### config.mk
export PLATFORM = sky130hd
export DESIGN_NAME = current_trigger_ctrl
export DESIGN_NICKNAME = d
export VERILOG_FILES = /design/src/rtl/current_trigger_pkg.sv /design/src/rtl/ctrig_sync2.sv /design/src/rtl/current_trigger_ctrl.sv
export SDC_FILE = /design/constraint.sdc
export NUM_CORES = 1
export LEC_CHECK = 0
export ABC_CLOCK_PERIOD_IN_PS = 3200
export BUFFER_PORTS_ARGS = -buffer_cell sky130_fd_sc_hd__buf_4
export CAP_MARGIN = 20
export CORE_MARGIN = 2
export CORE_UTILIZATION = 57
export CTS_BUF_LIST = sky130_fd_sc_hd__clkbuf_16
export DETAILED_ROUTE_END_ITERATION = 10
export PLACE_DENSITY = 0.76
export SLEW_MARGIN = 15
export SYNTH_ARGS = -nofsm -noshare
export SYNTH_HDL_FRONTEND = slang
export SYNTH_SLANG_ARGS = --single-unit
export TNS_END_PERCENT = 100
### constraint.sdc
create_clock -name clk -period 3.2 [get_ports clk]
set_clock_uncertainty 0.1 [all_clocks]
set_input_delay 0.48 -clock clk [delete_from_list [all_inputs] [get_ports clk]]
set_output_delay 0.48 -clock clk [all_outputs]
set_load 0.05 [all_outputs]
### src/rtl/current_trigger_pkg.sv
// Shared types and helpers for the current-trigger comparator sequencer.
//   state_e  : sequencer state encoding
//   *_W_DEF  : default widths of the counters and config fields
//   sat_inc  : saturating increment, used by the width and event counters
package current_trigger_pkg;

    localparam int unsigned CNT_W_DEF  = 8;
    localparam int unsigned FILT_W_DEF = 4;
    localparam int unsigned HOLD_W_DEF = 8;

    typedef enum logic [2:0] {
        IDLE    = 3'd0,
        ARMED   = 3'd1,
        QUALIFY = 3'd2,
        ACTIVE  = 3'd3,
        HOLDOFF = 3'd4
    } state_e;

    // Increment val by one and stick at max_val. Callers cast back to their own width.
    function automatic logic [31:0] sat_inc(input logic [31:0] val, input logic [31:0] max_val);
        return (val >= max_val) ? max_val : val + 32'd1;
    endfunction

endpackage

### src/rtl/ctrig_sync2.sv
// Two-flop synchronizer for a single asynchronous input bit.
// Ports: clk, rst_n (async active-low), d (async input), q (synchronized output).
module ctrig_sync2 (
    input  logic clk,
    input  logic rst_n,
    input  logic d,
    output logic q
);

    logic s1_q;
    logic s2_q;

    // First stage may go metastable; second stage gives it a full cycle to settle.
    always_ff @(posedge clk or negedge rst_n) begin
        if (!rst_n) begin
            s1_q <= 1'b0;
            s2_q <= 1'b0;
        end else begin
            s1_q <= d;
            s2_q <= s1_q;
        end
    end

    assign q = s2_q;

endmodule

### src/rtl/current_trigger_ctrl.sv
// Sequencer for the analog current-trigger comparator: synchronizes and
// glitch-filters the comparator output, arms capture, counts qualified
// triggers, measures pulse width and enforces a hold-off dead time.
// Ports:
//   clk, rst_n        clock, async active-low reset
//   ena               tile enable; low parks the sequencer in IDLE, counters hold
//   trig_raw          asynchronous comparator output
//   arm               capture enable level
//   clear             synchronous clear of event_cnt, pulse_width, overflow
//   filt_len          high samples needed to qualify (0 behaves as 1)
//   holdoff_len       dead-time cycles after a pulse ends
//   armed, busy       state decodes (ARMED/QUALIFY, ACTIVE/HOLDOFF)
//   trig_valid        one-cycle pulse per qualified trigger
//   event_cnt         saturating trigger count
//   pulse_width       width of the last completed pulse (saturating)
//   overflow          sticky: a trigger arrived with event_cnt at max
//   timestamp         cycle count at the last trigger (only with
//                     CURRENT_TRIGGER_TIMESTAMP_EN defined)
module current_trigger_ctrl
    import current_trigger_pkg::*;
#(
    parameter int unsigned CNT_W  = CNT_W_DEF,
    parameter int unsigned FILT_W = FILT_W_DEF,
    parameter int unsigned HOLD_W = HOLD_W_DEF
) (
    input  logic              clk,
    input  logic              rst_n,
    input  logic              ena,
    input  logic              trig_raw,
    input  logic              arm,
    input  logic              clear,
    input  logic [FILT_W-1:0] filt_len,
    input  logic [HOLD_W-1:0] holdoff_len,
    output logic              armed,
    output logic              busy,
    output logic              trig_valid,
    output logic [CNT_W-1:0]  event_cnt,
    output logic [CNT_W-1:0]  pulse_width,
    output logic              overflow
`ifdef CURRENT_TRIGGER_TIMESTAMP_EN
    ,
    output logic [2*CNT_W-1:0] timestamp
`endif
);

    localparam int unsigned    QW      = FILT_W + 1;
    localparam logic [CNT_W-1:0] CNT_MAX = {CNT_W{1'b1}};

    logic              sync_in;

    state_e            state_q,       state_d;
    logic [FILT_W-1:0] qcnt_q,        qcnt_d;
    logic [CNT_W-1:0]  wcnt_q,        wcnt_d;
    logic [HOLD_W-1:0] hcnt_q,        hcnt_d;
    logic              armed_q,       armed_d;
    logic              busy_q,        busy_d;
    logic              trig_valid_q,  trig_valid_d;
    logic [CNT_W-1:0]  event_cnt_q,   event_cnt_d;
    logic [CNT_W-1:0]  pulse_width_q, pulse_width_d;
    logic              overflow_q,    overflow_d;

    logic              fire;
    logic              pw_latch;
    logic [FILT_W-1:0] filt_eff;
    logic [QW-1:0]     qcnt_inc;
    logic [CNT_W-1:0]  wcnt_inc;

    ctrig_sync2 u_sync (
        .clk   (clk),
        .rst_n (rst_n),
        .d     (trig_raw),
        .q     (sync_in)
    );

    // Next-state, counters and output staging.
    always_comb begin
        state_d       = state_q;
        qcnt_d        = qcnt_q;
        wcnt_d        = wcnt_q;
        hcnt_d        = hcnt_q;
        event_cnt_d   = event_cnt_q;
        pulse_width_d = pulse_width_q;
        overflow_d    = overflow_q;
        trig_valid_d  = 1'b0;
        fire          = 1'b0;
        pw_latch      = 1'b0;

        filt_eff = (filt_len == '0) ? FILT_W'(1) : filt_len;
        qcnt_inc = {1'b0, qcnt_q} + QW'(1);
        wcnt_inc = CNT_W'(sat_inc(32'(wcnt_q), 32'(CNT_MAX)));

        if (!ena) begin
            state_d = IDLE;
        end else begin
            unique case (state_q)
                IDLE: begin
                    if (arm) state_d = ARMED;
                end
                ARMED: begin
                    if (!arm) begin
                        state_d = IDLE;
                    end else if (sync_in) begin
                        qcnt_d = FILT_W'(1);
                        wcnt_d = CNT_W'(1);
                        // A single-sample filter qualifies on the first high sample.
                        if (filt_eff == FILT_W'(1)) begin
                            state_d = ACTIVE;
                            fire    = 1'b1;
                        end else begin
                            state_d = QUALIFY;
                        end
                    end
                end
                QUALIFY: begin
                    if (!arm) begin
                        state_d = IDLE;
                    end else if (!sync_in) begin
                        state_d = ARMED;
                    end else begin
                        qcnt_d = qcnt_inc[FILT_W-1:0];
                        wcnt_d = wcnt_inc;
                        // >= so a live shrink of filt_len still releases the pulse.
                        if (qcnt_inc >= {1'b0, filt_eff}) begin
                            state_d = ACTIVE;
                            fire    = 1'b1;
                        end
                    end
                end
                ACTIVE: begin
                    // arm is deliberately ignored so the width measurement completes.
                    if (sync_in) begin
                        wcnt_d = wcnt_inc;
                    end else begin
                        pw_latch = 1'b1;
                        hcnt_d   = '0;
                        state_d  = HOLDOFF;
                    end
                end
                HOLDOFF: begin
                    if (hcnt_q >= holdoff_len) begin
                        state_d = arm ? ARMED : IDLE;
                    end else begin
                        hcnt_d = hcnt_q + HOLD_W'(1);
                    end
                end
                default: state_d = IDLE;
            endcase
        end

        trig_valid_d = fire;
        if (fire) begin
            if (event_cnt_q == CNT_MAX) overflow_d = 1'b1;
            event_cnt_d = CNT_W'(sat_inc(32'(event_cnt_q), 32'(CNT_MAX)));
        end
        if (pw_latch) pulse_width_d = wcnt_q;

        // clear wins over any same-cycle increment or latch.
        if (clear) begin
            event_cnt_d   = '0;
            pulse_width_d = '0;
            overflow_d    = 1'b0;
        end

        armed_d = (state_d == ARMED)  || (state_d == QUALIFY);
        busy_d  = (state_d == ACTIVE) || (state_d == HOLDOFF);
    end

    // State and output registers.
    always_ff @(posedge clk or negedge rst_n) begin
        if (!rst_n) begin
            state_q       <= IDLE;
            qcnt_q        <= '0;
            wcnt_q        <= '0;
            hcnt_q        <= '0;
            armed_q       <= 1'b0;
            busy_q        <= 1'b0;
            trig_valid_q  <= 1'b0;
            event_cnt_q   <= '0;
            pulse_width_q <= '0;
            overflow_q    <= 1'b0;
        end else begin
            state_q       <= state_d;
            qcnt_q        <= qcnt_d;
            wcnt_q        <= wcnt_d;
            hcnt_q        <= hcnt_d;
            armed_q       <= armed_d;
            busy_q        <= busy_d;
            trig_valid_q  <= trig_valid_d;
            event_cnt_q   <= event_cnt_d;
            pulse_width_q <= pulse_width_d;
            overflow_q    <= overflow_d;
        end
    end

    assign armed       = armed_q;
    assign busy        = busy_q;
    assign trig_valid  = trig_valid_q;
    assign event_cnt   = event_cnt_q;
    assign pulse_width = pulse_width_q;
    assign overflow    = overflow_q;

`ifdef CURRENT_TRIGGER_TIMESTAMP_EN
    logic [2*CNT_W-1:0] ts_q,    ts_d;
    logic [2*CNT_W-1:0] tstamp_q, tstamp_d;

    // Free-running cycle counter, captured on each qualified trigger; clear leaves it alone.
    always_comb begin
        ts_d     = ts_q + (2*CNT_W)'(1);
        tstamp_d = fire ? ts_q : tstamp_q;
    end

    always_ff @(posedge clk or negedge rst_n) begin
        if (!rst_n) begin
            ts_q     <= '0;
            tstamp_q <= '0;
        end else begin
            ts_q     <= ts_d;
            tstamp_q <= tstamp_d;
        end
    end

    assign timestamp = tstamp_q;
`endif

endmodule

-- Yosys cells after proc, flatten, opt, wreduce, memory -nomap -nowiden
Index checks and enable logic that the tools add are counted.
Widths: inputs -> output; s select.
- flip-flop bits (word level): 45
- input bits: 18
- output and inout port bits: 20
- word-level logic and storage cells: 96
- $add $sub $neg: 4
- magnitude comparators: 4
- eq/ne operators: 16
- multiplexer cells: 46
- reductions and logical operators: 14
- operator list (operator ; number):
    $mux 8 ; 12
    $mux 3 ; 9
    $add 8x1->8 const B ; 3
    $pmux 8 s3 ; 1
    $mux 4 ; 5
    $ge 8x8->1 const B ; 2
    $pmux 8 s2 ; 1
    $mux 1 ; 15
    $pmux 3 s5 ; 1
    $eq 3x2->1 const B ; 4
    $reduce_bool 2->1 ; 5
    $eq 8x8->1 const B ; 1
    $ge 8x8->1 ; 1
    $ne 2x2->1 const B ; 4
    $pmux 4 s2 ; 1
    $eq 3x1->1 const B ; 2
    $eq 3x3->1 const B ; 2
    $reduce_and 6->1 ; 1
    $add 4x1->5 const B ; 1
    $ge 5x4->1 ; 1
    $reduce_and 5->1 ; 1
    $eq 4x1->1 const B ; 1
    $logic_not 4->1 ; 1
    $ne 2x1->1 const B ; 2
    other kinds (6) ; 7

-- Depth between registers and ports, before layout
- depth after elaboration: 10
- gate-level depth with buffers: 10
- mapped depth without buffers: 9

-- Modules after synthesis
A second synthesis with hierarchy kept.
- cells, all modules: 269
- area total of the unflattened synthesis: 2577.5 sq um
- modules (own cells, without submodules) (module ; times used ; cells an instance ; area an instance (sq um) ; seq. area each (sq um)):
    current_trigger_ctrl ; 1 ; 267 ; 2527.4 ; 1076.0
    ctrig_sync2 ; 1 ; 2 ; 50.0 ; 50.0

-- Worst setup path before layout
No wires, ideal clock.
- kind: register to register
- start point: register qcnt_q[0]
- end point: register event_cnt_q[1], in the netlist event_cnt[1]
- setup time: 0.094 ns
- data arrival time: 2.009 ns
- path slack: 0.997 ns
- stages on the path, launching flop included: 10
- buffers on the path: 1
- path through: dfrtp_1 > ha_1 > xor2_1 > ha_1 > o21ai_0 > a21o_1 > a21oi_2 > buf_6 > nor2_1 > a211oi_1
- longest elaborated chain between the ends: 8
- RTL lines (element ; line ; source):
    from (decl) ; current_trigger_ctrl.sv:52 ; logic [FILT_W-1:0] qcnt_q, qcnt_d;
    from (signal assigned) ; current_trigger_ctrl.sv:183 ; qcnt_q <= qcnt_d;
    $add 4x1->5 ; current_trigger_ctrl.sv:89 ; qcnt_inc = {1'b0, qcnt_q} + QW'(1);
    $ge 5x4->1 ; current_trigger_ctrl.sv:123 ; if (qcnt_inc >= {1'b0, filt_eff}) begin
    $mux 1 ; current_trigger_ctrl.sv:123 ;
    $mux 1 ; current_trigger_ctrl.sv:117 ; end else if (!sync_in) begin
    $mux 1 ; current_trigger_ctrl.sv:115 ; if (!arm) begin
    $pmux 1 s2 ; current_trigger_ctrl.sv:95 ; unique case (state_q)
    $mux 1 ; current_trigger_ctrl.sv:92 ; if (!ena) begin
    net fire ; current_trigger_ctrl.sv:62 ; logic fire;
    $reduce_bool 2->1 (no line) ; -- ;
    to (signal assigned) ; current_trigger_ctrl.sv:189 ; event_cnt_q <= event_cnt_d;
    to (decl) ; current_trigger_ctrl.sv:58 ; logic [CNT_W-1:0] event_cnt_q, event_cnt_d;
The timed path passes the listed nets, and every way through them passes these cells.
A chain may end at the register's enable or synchronous reset.

-- Worst setup path after layout
- start point: register qcnt_q[0]
- end point: register event_cnt_q[3], in the netlist event_cnt[3]
- longest elaborated chain between the ends: 8
- RTL lines (element ; line):
    $add 4x1->5 ; current_trigger_ctrl.sv:89
    $ge 5x4->1 ; current_trigger_ctrl.sv:123
    $mux 1 ; current_trigger_ctrl.sv:123
    $mux 1 ; current_trigger_ctrl.sv:117
    $mux 1 ; current_trigger_ctrl.sv:115
    $pmux 1 s2 ; current_trigger_ctrl.sv:95
    $mux 1 ; current_trigger_ctrl.sv:92
    $reduce_bool 2->1 (no line) ; --
No other way between the ends.

==> results.md <==
* Run status: complete, no violations
* Leakage power at 1.45 nW
* FF+latch count, synth at 45
* Worst path buffer plus inverter count at 1
* Total of warnings raised by yosys at 0
* Hold Worst Slack at 0.0878 ns
* Largest net degree at the start of global routing at 46
* Horiz. Die Dim at 71.2 um
* Number of DRC violations after detailed-routing iteration 0 at 136
* Sequence of cells on the critical path: ha_1 > xor2_1 > ha_1 > o21ai_0 > a21o_1 > a21oi_2 > buf_4 > nor4bb_1 > nor3_1
* Final worst path period share at 74.4%
* Classification of the worst setup path: flop to flop
* Highest attainable clock frequency at 420 MHz
* Cell taking the most area after synthesis: sky130_fd_sc_hd__dfrtp_1
* Leading cell types by total area after synthesis: sky130_fd_sc_hd__dfrtp_1 44%, sky130_fd_sc_hd__ha_1 7.8%, sky130_fd_sc_hd__nand2_1 4.8%, sky130_fd_sc_hd__a21oi_1 4.7%, sky130_fd_sc_hd__o21ai_0 4.7%
* Detail-routed net length per standard cell at 14.8 um
* Cell depth of the worst setup path at 9
* Total negative slack at 0 ns
* Min Clock Period, post-route at 2.38 ns
* Per-cell via count in the routed design at 5.95
* Vias in the first global route at 2086
* Register-to-register setup slack at 0.82 ns
* Global route overflow at 0
* CTS tree: built
* CTS H-tree lvls at 2
* Area delta synth->final at 17.1%
* Overall die area at 5070 um^2
* Critical path arrival at 2.44 ns
* CP startpoint kind: flop
* Number of failing hold endpoints at the final stage at 0
* Number of setup violations in the final report at 0
* Post-DP HPWL at 3950 um
* DRC at 0
* Via count at 2220
* Drt total wl at 5540 um
* Setup repair after global routing missed its margin: false
* Netlist area before placement at 2580 um^2
* Slowest cell on the critical path: sky130_fd_sc_hd__dfrtp_1
* Most frequently used flop master after synthesis: sky130_fd_sc_hd__dfrtp_1
* Post-CTS setup-driven buffer insertion count at 0
* Startpoint of the worst-slack reg-to-reg timing path: qcnt_q[0]
* Count of input and output buffers at 37
* Router iterations before antenna repair at 4
* GRT Overall Usage at 22.7%
* Proportion of netlist area held by the largest area contributor at 43.7%
* Antenna Cells at 0
* Max-slew headroom at 28.1%
* Post-synth EDFFs at 0
* Ys async rst share at 100%
* Post-layout net count at 354
* Latest clock arrival within the worst-skew pair at 0.28 ns
* Number of gates resized after CTS at 0
* Power density normalized to cell area at 392 nW/um^2
* Cell total after placement at 365
* Site row count at 24
* Overall power at 0.00118 W
* R2R depth at 9
* Count of max-cap constraint violations at 0
* Top-Level Pins at 38
* Worst Tran Pin Value at 1.07 ns
* WP data required at 3.26 ns
* Nature of the critical path endpoint: flop
* Total clock sinks at 45
* Wire length of the first global-routing pass at 9110 um
* Antenna violations before repair at 0
* Critical path's top delay family: adder cells
* Worst ir drop on vdd at 0.000319 V
* Core area at 4350 um^2
* Distinct cell type count of the synthesized netlist at 51
* Total nets after synthesis at 319
* Tightest Hold Check Type: input port to async pin
* Quantity of hold-fixing buffers added after cts at 0
* Root Buffer Master: sky130_fd_sc_hd__clkbuf_16
* Routability-driven placement congestion ratio at 0.784
* Share of synthesized area occupied by flip-flops and latches at 43.7%
* Effective utilization at floorplan at 59.2%
* Crit Reg-Reg Endpoint: event_cnt[3]
* Count of final max-slew check failures at 0
* Cell seen most often among critical-path stages: sky130_fd_sc_hd__ha_1
* Crit-path max FO at 19
* Clock-pin transition on the worst setup and hold timing paths at 0.06 ns
* Cell Count, Final, Fillers Out at 373
* Layout cells sized above 1 at 17.1%
* Post-Syn Area per Cell at 9.04 um^2
* Delay of the slowest cell on the worst path at 0.46 ns
* Number of CTS-inserted buffers at 5
* Post-synthesis cell count at 285
* Post-DRT Antenna Nets at 0
* Setup crit start: qcnt_q[0]
* Maximum clock insertion buffer count at 2
* Die boundary height at 71.2 um
* Worst setup path end: event_cnt[3]
## cell type report
cell class	instances	area [um^2]
clock buffer	5	125
fill	346	1340
tap	52	65.1
timing repair buffer	39	293
multi-input combinational	211	1330
sequential	45	1130
inverter	18	67.6
clock inverter	3	12.5
## cells by family (layout without fill, tap and decap cells)
family	Yosys count	in the layout	share of synthesized area, %
DFF	45	45	43.7
adders and majority gates	17	17	8.16
xor gates and xnor gates	7	7	2.38
buffers and inverters	29	65	4.71
AOI/OAI and AO/OA	78	78	20.1
and+or+nand+nor	109	109	21.0
## state kept, by name (all words and copies together) (netlist names)
name	flops
wcnt_q	8
state_q	3
hcnt_q	8
event_cnt	8
armed	1
overflow	1
busy	1
pulse_width	8
u_sync.s1_q	1
u_sync.q	1
qcnt_q	4
trig_valid	1
## cell usage in the layout, fill, tap and decap left out, drive strengths merged, types with 4 or more instances in the layout
| cell type | netlist | layout |
|---|---|---|
| a41oi | 5 | 5 |
| nand3 | 13 | 13 |
| xor2 | 4 | 4 |
| dfrtp | 45 | 45 |
| clkbuf | 6 | 5 |
| a21oi | 25 | 25 |
| ha | 16 | 16 |
| nand2 | 33 | 33 |
| nor3 | 11 | 11 |
| nor2 | 25 | 25 |
| o21ai | 25 | 25 |
| inv | 18 | 18 |
| and3 | 8 | 8 |
| buf | 5 | 39 |
## worst min-delay path by stage
stage | from | endpoint | slack [ns] | cells after the start
6_report | rst_n | event_cnt[3] | 0.09 | 1
2_1_floorplan | rst_n | armed | 0.08 | 0
5_1_grt | rst_n | qcnt_q[2] | 0.15 | 1
4_1_cts | rst_n | qcnt_q[3] | 0.12 | 1
3_3_place_gp | u_sync.s1_q | u_sync.q | 0.26 | 0
3_5_place_dp | u_sync.s1_q | u_sync.q | 0.27 | 0
## where the power goes
| part | switching, W | leakage, nW | total [W] | internal, W |
|---|---|---|---|---|
| Combinational | 0.0000563 | 0.769 | 0.0000995 | 0.0000432 |
| Sequential | 0.0000181 | 0.610 | 0.000600 | 0.000582 |
| Clock | 0.000203 | 0.0687 | 0.000485 | 0.000282 |
| Total | 0.000277 | 1.45 | 0.00118 | 0.000907 |
## cells in the mapped netlist (all sizes together), types with 4 or more instances
| cell | number |
|---|---|
| clkbuf | 6 |
| xor2 | 4 |
| nor2 | 25 |
| a41oi | 5 |
| and3 | 8 |
| o21ai | 25 |
| buf | 5 |
| nand3 | 13 |
| nor3 | 11 |
| nand2 | 33 |
| dfrtp | 45 |
| ha | 16 |
| inv | 18 |
| a21oi | 25 |
## per-stage QoR
step                      worst slack, ns  util, %  cell area [um^2]
after floorplan                     0.997        -              2580
after global placement              0.866     66.1              2880
after detailed placement            0.746     66.1              2880
after CTS                           0.830     69.3              3020
after global routing                0.641     69.3              3020
final                               0.820     69.3              3020
## layer usage
metal | global-route usage (%) | part of all wire [%]
met2 | 38.9 | 50
met4 | 7.34 | 0.70
met3 | 4.50 | 4.0
met1 | 29.2 | 45
met5 | 0 | 0
Note: power is estimated with default switching activity, not from simulation.
